### config.mk
export PLATFORM = sky130hd
export DESIGN_NAME = song_recorder
export DESIGN_NICKNAME = d
export VERILOG_FILES = /design/src/rtl/song_recorder_pkg.sv /design/src/rtl/song_recorder_ms_ticker.sv /design/src/rtl/song_recorder.sv
export SDC_FILE = /design/constraint.sdc
export NUM_CORES = 1
export LEC_CHECK = 0
export CORE_ASPECT_RATIO = 1.75
export CORE_MARGIN = 3
export CORE_UTILIZATION = 57
export DETAILED_ROUTE_END_ITERATION = 8
export GPL_TIMING_DRIVEN = 0
export PLACE_DENSITY = 0.8
export SLEW_MARGIN = 20
export SYNTH_ARGS = -nofsm -noshare
export SYNTH_HDL_FRONTEND = slang
export SYNTH_HIERARCHICAL = 1
export SYNTH_SLANG_ARGS = --single-unit
### constraint.sdc
create_clock -name clk -period 3.9 [get_ports clk]
set_input_delay 0.78 -clock clk [delete_from_list [all_inputs] [get_ports clk]]
set_output_delay 0.78 -clock clk [all_outputs]
set_load 0.1 [all_outputs]
### src/rtl/song_recorder_pkg.sv
// Shared record layout, state encoding and helpers for the song recorder.
// Records are {octave[1:0], note[2:0], len[1:0]}; note 0 marks a rest.
package song_recorder_pkg;

   localparam int REC_W = 7;
   localparam int MS_W  = 12;

   localparam logic [2:0] NOTE_REST = 3'd0;
   localparam logic [1:0] OCT_LOW   = 2'd0;
   localparam logic [1:0] OCT_MID   = 2'd1;
   localparam logic [1:0] OCT_HIGH  = 2'd2;

   typedef enum logic [2:0] {
      S_IDLE,
      S_WAIT_KEY,
      S_HOLD,
      S_COMMIT,
      S_DONE
   } state_t;

   function automatic logic [REC_W-1:0] pack_rec(
      input logic [1:0] oct,
      input logic [2:0] note,
      input logic [1:0] len
   );
      return {oct, note, len};
   endfunction

   function automatic logic [1:0] len_code(
      input logic [MS_W-1:0] d,
      input logic [MS_W-1:0] t1,
      input logic [MS_W-1:0] t2,
      input logic [MS_W-1:0] t3
   );
      if (d < t1)      return 2'd0;
      else if (d < t2) return 2'd1;
      else if (d < t3) return 2'd2;
      else             return 2'd3;
   endfunction

   // Only a single pressed key is a note; release and chords give 0.
   function automatic logic [2:0] key_note(input logic [6:0] k);
      case (k)
         7'b0000001: return 3'd1;
         7'b0000010: return 3'd2;
         7'b0000100: return 3'd3;
         7'b0001000: return 3'd4;
         7'b0010000: return 3'd5;
         7'b0100000: return 3'd6;
         7'b1000000: return 3'd7;
         default:    return 3'd0;
      endcase
   endfunction

endpackage

### src/rtl/song_recorder_ms_ticker.sv
// Millisecond timebase: cycle prescaler feeding a saturating 12-bit ms counter.
// A synchronous clear restarts both so each measured interval starts at 0.
module ms_ticker #(
   parameter int TICK_CYCLES = 100000
) (
   input  logic        i_clk,
   input  logic        i_rst,
   input  logic        i_clr,
   output logic [11:0] o_ms
);

   localparam int PW = $clog2(TICK_CYCLES + 1);
   localparam logic [PW-1:0] LAST = PW'(TICK_CYCLES - 1);

   logic [PW-1:0] r_pre;
   logic [11:0]   r_ms;

   always_ff @(posedge i_clk) begin
      if (i_rst || i_clr) begin
         r_pre <= '0;
         r_ms  <= '0;
      end else if (r_pre == LAST) begin
         r_pre <= '0;
         if (r_ms != 12'hFFF) r_ms <= r_ms + 12'd1;
      end else begin
         r_pre <= r_pre + 1'b1;
      end
   end

   assign o_ms = r_ms;

endmodule

### src/rtl/song_recorder.sv
// Captures note-key playing as packed 7-bit records written to the song RAM.
// One record per note or recorded rest; durations are quantised to 2-bit codes.
module song_recorder
   import song_recorder_pkg::*;
#(
   parameter int TICK_CYCLES = 100000,
   parameter int DEPTH       = 64,
   parameter int ADDR_BITS   = 6,
   parameter int REST_MS     = 500,
   parameter int LEN_T1      = 250,
   parameter int LEN_T2      = 500,
   parameter int LEN_T3      = 1000
) (
   input  logic                 clk,
   input  logic                 rst,
   input  logic                 en,
   input  logic                 start,
   input  logic                 stop,
   input  logic                 oct_up,
   input  logic                 oct_down,
   input  logic [6:0]           note_key,
   output logic                 wr_en,
   output logic [ADDR_BITS-1:0] wr_addr,
   output logic [REC_W-1:0]     wr_data,
   output logic [ADDR_BITS:0]   rec_len,
   output logic                 recording,
   output logic                 full,
   output logic [1:0]           octave
);

   localparam logic [MS_W-1:0]    T1     = MS_W'(LEN_T1);
   localparam logic [MS_W-1:0]    T2     = MS_W'(LEN_T2);
   localparam logic [MS_W-1:0]    T3     = MS_W'(LEN_T3);
   localparam logic [MS_W-1:0]    T_REST = MS_W'(REST_MS);
   localparam logic [ADDR_BITS:0] CAP    = (ADDR_BITS+1)'(DEPTH);

   state_t r_state, r_after;
   state_t w_next, w_after;

   logic [ADDR_BITS:0]   r_rec_len;
   logic [1:0]           r_octave;
   logic                 r_wr_en;
   logic [ADDR_BITS-1:0] r_wr_addr;
   logic [REC_W-1:0]     r_wr_data;
   logic [2:0]           r_note, r_pend_note;
   logic [1:0]           r_hold_oct, r_pend_oct;

   logic [MS_W-1:0]  w_ms;
   logic [2:0]       w_key;
   logic             w_valid, w_rel, w_full;
   logic             w_wr, w_hold_new, w_pend, w_start, w_clr;
   logic [REC_W-1:0] w_rec;

   assign w_key   = key_note(note_key);
   assign w_valid = (w_key != NOTE_REST);
   assign w_rel   = (note_key == 7'd0);
   assign w_full  = (r_rec_len == CAP);

   always_comb begin
      w_next     = r_state;
      w_after    = r_after;
      w_wr       = 1'b0;
      w_rec      = '0;
      w_hold_new = 1'b0;
      w_pend     = 1'b0;
      w_start    = 1'b0;
      if (!en) begin
         w_next = S_IDLE;
      end else begin
         unique case (r_state)
            S_IDLE, S_DONE: begin
               if (start && !stop) begin
                  w_next  = S_WAIT_KEY;
                  w_start = 1'b1;
               end
            end
            S_WAIT_KEY: begin
               if (stop || w_full) begin
                  w_next = S_DONE;
               end else if (w_valid) begin
                  if (r_rec_len != '0 && w_ms >= T_REST) begin
                     w_next  = S_COMMIT;
                     w_after = S_HOLD;
                     w_wr    = 1'b1;
                     w_pend  = 1'b1;
                     w_rec   = pack_rec(OCT_LOW, NOTE_REST,
                                        len_code(w_ms, T1, T2, T3));
                  end else begin
                     w_next     = S_HOLD;
                     w_hold_new = 1'b1;
                  end
               end
            end
            S_HOLD: begin
               w_rec = pack_rec(r_hold_oct, r_note,
                                len_code(w_ms, T1, T2, T3));
               if (stop) begin
                  w_next  = S_COMMIT;
                  w_after = S_DONE;
                  w_wr    = 1'b1;
               end else if (w_rel) begin
                  w_next  = S_COMMIT;
                  w_after = S_WAIT_KEY;
                  w_wr    = 1'b1;
               end else if (w_valid && w_key != r_note) begin
                  w_next  = S_COMMIT;
                  w_after = S_HOLD;
                  w_wr    = 1'b1;
                  w_pend  = 1'b1;
               end
            end
            S_COMMIT: begin
               w_next = (r_rec_len + 1'b1 == CAP) ? S_DONE : r_after;
            end
            default: w_next = S_IDLE;
         endcase
      end
   end

   // Every entry into a timed state restarts the ms measurement.
   assign w_clr = (w_next != r_state) &&
                  (w_next == S_WAIT_KEY || w_next == S_HOLD);

   ms_ticker #(.TICK_CYCLES(TICK_CYCLES)) u_ms (
      .i_clk (clk),
      .i_rst (rst),
      .i_clr (w_clr),
      .o_ms  (w_ms)
   );

   always_ff @(posedge clk) begin
      if (rst) begin
         r_state     <= S_IDLE;
         r_after     <= S_WAIT_KEY;
         r_rec_len   <= '0;
         r_octave    <= OCT_MID;
         r_wr_en     <= 1'b0;
         r_wr_addr   <= '0;
         r_wr_data   <= '0;
         r_note      <= NOTE_REST;
         r_hold_oct  <= OCT_MID;
         r_pend_note <= NOTE_REST;
         r_pend_oct  <= OCT_MID;
      end else begin
         r_state <= w_next;
         r_after <= w_after;
         r_wr_en <= w_wr;
         if (w_wr) begin
            r_wr_addr <= r_rec_len[ADDR_BITS-1:0];
            r_wr_data <= w_rec;
         end
         if (w_start) begin
            r_rec_len <= '0;
            r_octave  <= OCT_MID;
         end else begin
            if (r_state == S_COMMIT && en)
               r_rec_len <= r_rec_len + 1'b1;
            if (oct_up && !oct_down && r_octave != OCT_HIGH)
               r_octave <= r_octave + 2'd1;
            else if (oct_down && !oct_up && r_octave != OCT_LOW)
               r_octave <= r_octave - 2'd1;
         end
         if (w_hold_new) begin
            r_note     <= w_key;
            r_hold_oct <= r_octave;
         end
         if (w_pend) begin
            r_pend_note <= w_key;
            r_pend_oct  <= r_octave;
         end
         if (r_state == S_COMMIT && w_next == S_HOLD) begin
            r_note     <= r_pend_note;
            r_hold_oct <= r_pend_oct;
         end
      end
   end

   assign wr_en     = r_wr_en;
   assign wr_addr   = r_wr_addr;
   assign wr_data   = r_wr_data;
   assign rec_len   = r_rec_len;
   assign octave    = r_octave;
   assign full      = w_full;
   assign recording = (r_state == S_WAIT_KEY) || (r_state == S_HOLD) ||
                      (r_state == S_COMMIT);

endmodule

==> metrics.txt <==
status=completed; most used cell, CP=nor2_1; die width=66.6 microns; max_cap viols=0; CTS Buf Count=9; Yosys reg bits=68; final worst path period need=3.67 ns; CTS clk-pin slew, worst paths=0.07 ns; register area share after synthesis=37.2%; total die area=7450 sq um; synth top area cells=dfxtp_1 (37%), nor2_1 (4.9%), mux2i_1 (4.4%); CP Buf/Inv Count=2; Hold Crit Depth=1; crit path DAT=3.91 ns; CP top delay family=simple AND/OR/NAND/NOR gates; CP max FO=10; initial antenna violation count=0; Main synth FF type=dfxtp_1; DR WL/cell=15.7 microns; most common cell after layout, fill and taps aside=dfxtp_1; cell area after synthesis=3660 sq um; crit-path max cell delay=0.58 ns; critical path type=input port to flop; Synth Instances=411; row count=38; antenna viol nets, final=0; final setup fails=0; hold path startpoint=u_ms/r_pre[0]; vias in the first global route=3236; Worst path depth=13; clk buf depth=2; R2R cell count=12; CP required=4.14 ns; Worst setup EP type=flop; worst slew pin tran=0.986 ns; total number of vias=3309; Critical R2R Launch=u_ms/o_ms[8]; Area Overhead vs Synth=17.9%; Initial Utilization=58.7%; Reg2Reg Setup Slack=0.93 ns; Pre-antenna DRT Iters=4; Vias/cell=6.13; global-route wire length before repair=14400 microns; grt ovf=0; Post-synth ARST share=0%; HP Class=flop to flop; Max Fclk=272 MHz; crit path max-delay cell type=clkdlybuf4s50_1; Slew Limit Fails=0; Cell Pwr Density=306 nW/um^2; commonest non-fill, non-tap cells in the layout=dfxtp_1 (68), nor2_1 (47), clkdlybuf4s50_1 (33), a21oi_1 (24), nand2_1 (18); nets=474; Final HPWL DP=6230 microns; DRC violations left=0; Overall Power=1320 uW; H-tree levels=3; area of placed instances=4110 sq um; Hold Fails Final Rpt=0; setup TNS=0 ns; clock skew=0.00961 ns; crit start category=input port; ANT cells=0; Port Buffers=35; worst path cell trace=clkdlybuf4s50_1 > nor2_2 > nand2_1 > a2111oi_4 > xnor2_1 > a31oi_2 > or2_4 > or4_1 > o21ai_1 > nor2_1 > nand2_2 > buf_4 > nor2_1; Syn. warnings=6; final worst slack=0.230 ns; Yosys top cell by area=dfxtp_1; Mean Syn Cell Area=8.90 sq um; Top Ports=39; Net Count, Synth=429; clock latency on the worst-skew pair=0.35 ns; fin area=4310 sq um; number of synthesized flops with an enable pin=0; Static Leak=0.00164 uW; Tcrit/Tclk final=94.1%; Worst VDD drop=0.293 mV; Crit. Startpoint=note_key[4]; final wirelength=8480 microns; CTS sink count=68; layout cells sized above 1=12.6%; RSZ-0062 raised after global routing=no; largest net degree at the start of global routing=11; RePlAce Congestion=0.862; core area=6230 sq um; WHS=0.437 ns; CTS tree=done; Netlist cell types=76; slew margin rel.=34.0%; Post-Place Setup Slack=-0.670 ns; gr usage total=24.3%; CTS Root Cell=clkbuf_8; Synth top area share=37.2%; drt initial violations=225; die height=112 microns
-- power by group --
part | internal [uW] | switching [uW]
Sequential | 699 | 5.74
Clock | 260 | 249
Combinational | 39.0 | 65.6
Total | 998 | 321
-- through the flow --
stage          util (%)  std cells
6_report           69.3        540
5_1_grt            69.3        540
4_1_cts            68.9        541
3_5_place_dp       66.0        526
3_3_place_gp       66.0        526
2_1_floorplan         -        411
-- metal layers --
metal,global-route usage (%),vias up,wire (microns)
met4,11.5,0,252
met3,6.86,22,337
met2,42.4,71,4520
met5,0,-,0
li1,-,1610,-
met1,26.1,1606,3380
-- layout make-up --
type                    count  area [sq um]
flip-flops and latches     68          1360
clock inverters             2          10.0
well taps                  80           100
clock buffers              13           159
repair buffers             35           355
inverters                  10          37.5
fillers                   510          1910
multi-input cells         311          2140
plain buffers              21           146
-- repair_timing --
action                     in CTS  in global routing
buffers inserted                0                  0
gates resized for setup         3                  9
pin swaps                       0                  1
setup endpoints to repair      10                 21
cloned                          0                  0
hold buffers                    0                  0
-- worst reg2reg max path, cell delays in order, from the launching register on --
cell	delay, ns
dfxtp_1	0.45
nand4_1	0.18
o21ai_0	0.55
o21ai_4	0.16
nor4_2	0.35
a21o_1	0.17
or2_4	0.14
or4_1	0.10
o21ai_1	0.07
nor2_1	0.27
nand2_2	0.14
buf_4	0.20
a21oi_1	0.12
-- path summary, 6_finish.rpt --
kind / end
worst max register to register: u_ms/r_pre[15]
worst min register to register: u_ms/r_pre[0]
worst min-delay path: u_ms/r_pre[0]
worst max-delay path: u_ms/r_pre[6]
-- Yosys cell counts (2+ instances only) --
| library cell | count |
|---|---|
| buf_6 | 4 |
| o41ai_1 | 2 |
| and2_1 | 2 |
| nand2b_1 | 5 |
| nor2_1 | 48 |
| nand4_1 | 11 |
| nand3_1 | 12 |
| dfxtp_1 | 68 |
| nor2b_1 | 8 |
| o31ai_1 | 10 |
| and4_1 | 2 |
| a31oi_1 | 2 |
| xor2_1 | 14 |
| nor3_1 | 10 |
| xnor2_1 | 8 |
| nor4b_2 | 2 |
| and3_1 | 11 |
| buf_2 | 7 |
| nand2_1 | 19 |
| mux2i_1 | 16 |
| or4_1 | 10 |
| or3_1 | 7 |
| nor4_1 | 3 |
| buf_4 | 5 |
| o21ai_0 | 15 |
| nand3b_1 | 3 |
| ha_1 | 4 |
| o21ai_1 | 4 |
| a21oi_1 | 24 |
| inv_1 | 10 |
| clkbuf_1 | 6 |
| a211oi_1 | 4 |
| nor3b_1 | 5 |
| a311o_1 | 2 |
| nand4_2 | 2 |
| a22o_1 | 5 |
| a21o_1 | 2 |
-- cells by family (layout without fill, tap and decap cells) --
group	after synthesis	count (layout)	synth area share (%)
simple gates	174	174	27.2
compound gates	94	94	19.5
flops	68	68	37.2
buf+inv	32	81	4.86
xor+xnor	22	22	5.27
mux	17	17	4.69
fa+ha+maj	4	4	1.37
-- sequential cells by signal, summed over array words and instances (netlist names) --
signal and cells:
r_hold_oct 2, r_state 3, r_pend_oct 2, wr_data 7, u_ms/o_ms 12, wr_addr 6, wr_en 1, r_note 3
octave 2, r_pend_note 3, u_ms/r_pre 17, r_after 3, rec_len 7
Note: power is estimated with default switching activity, not from simulation.
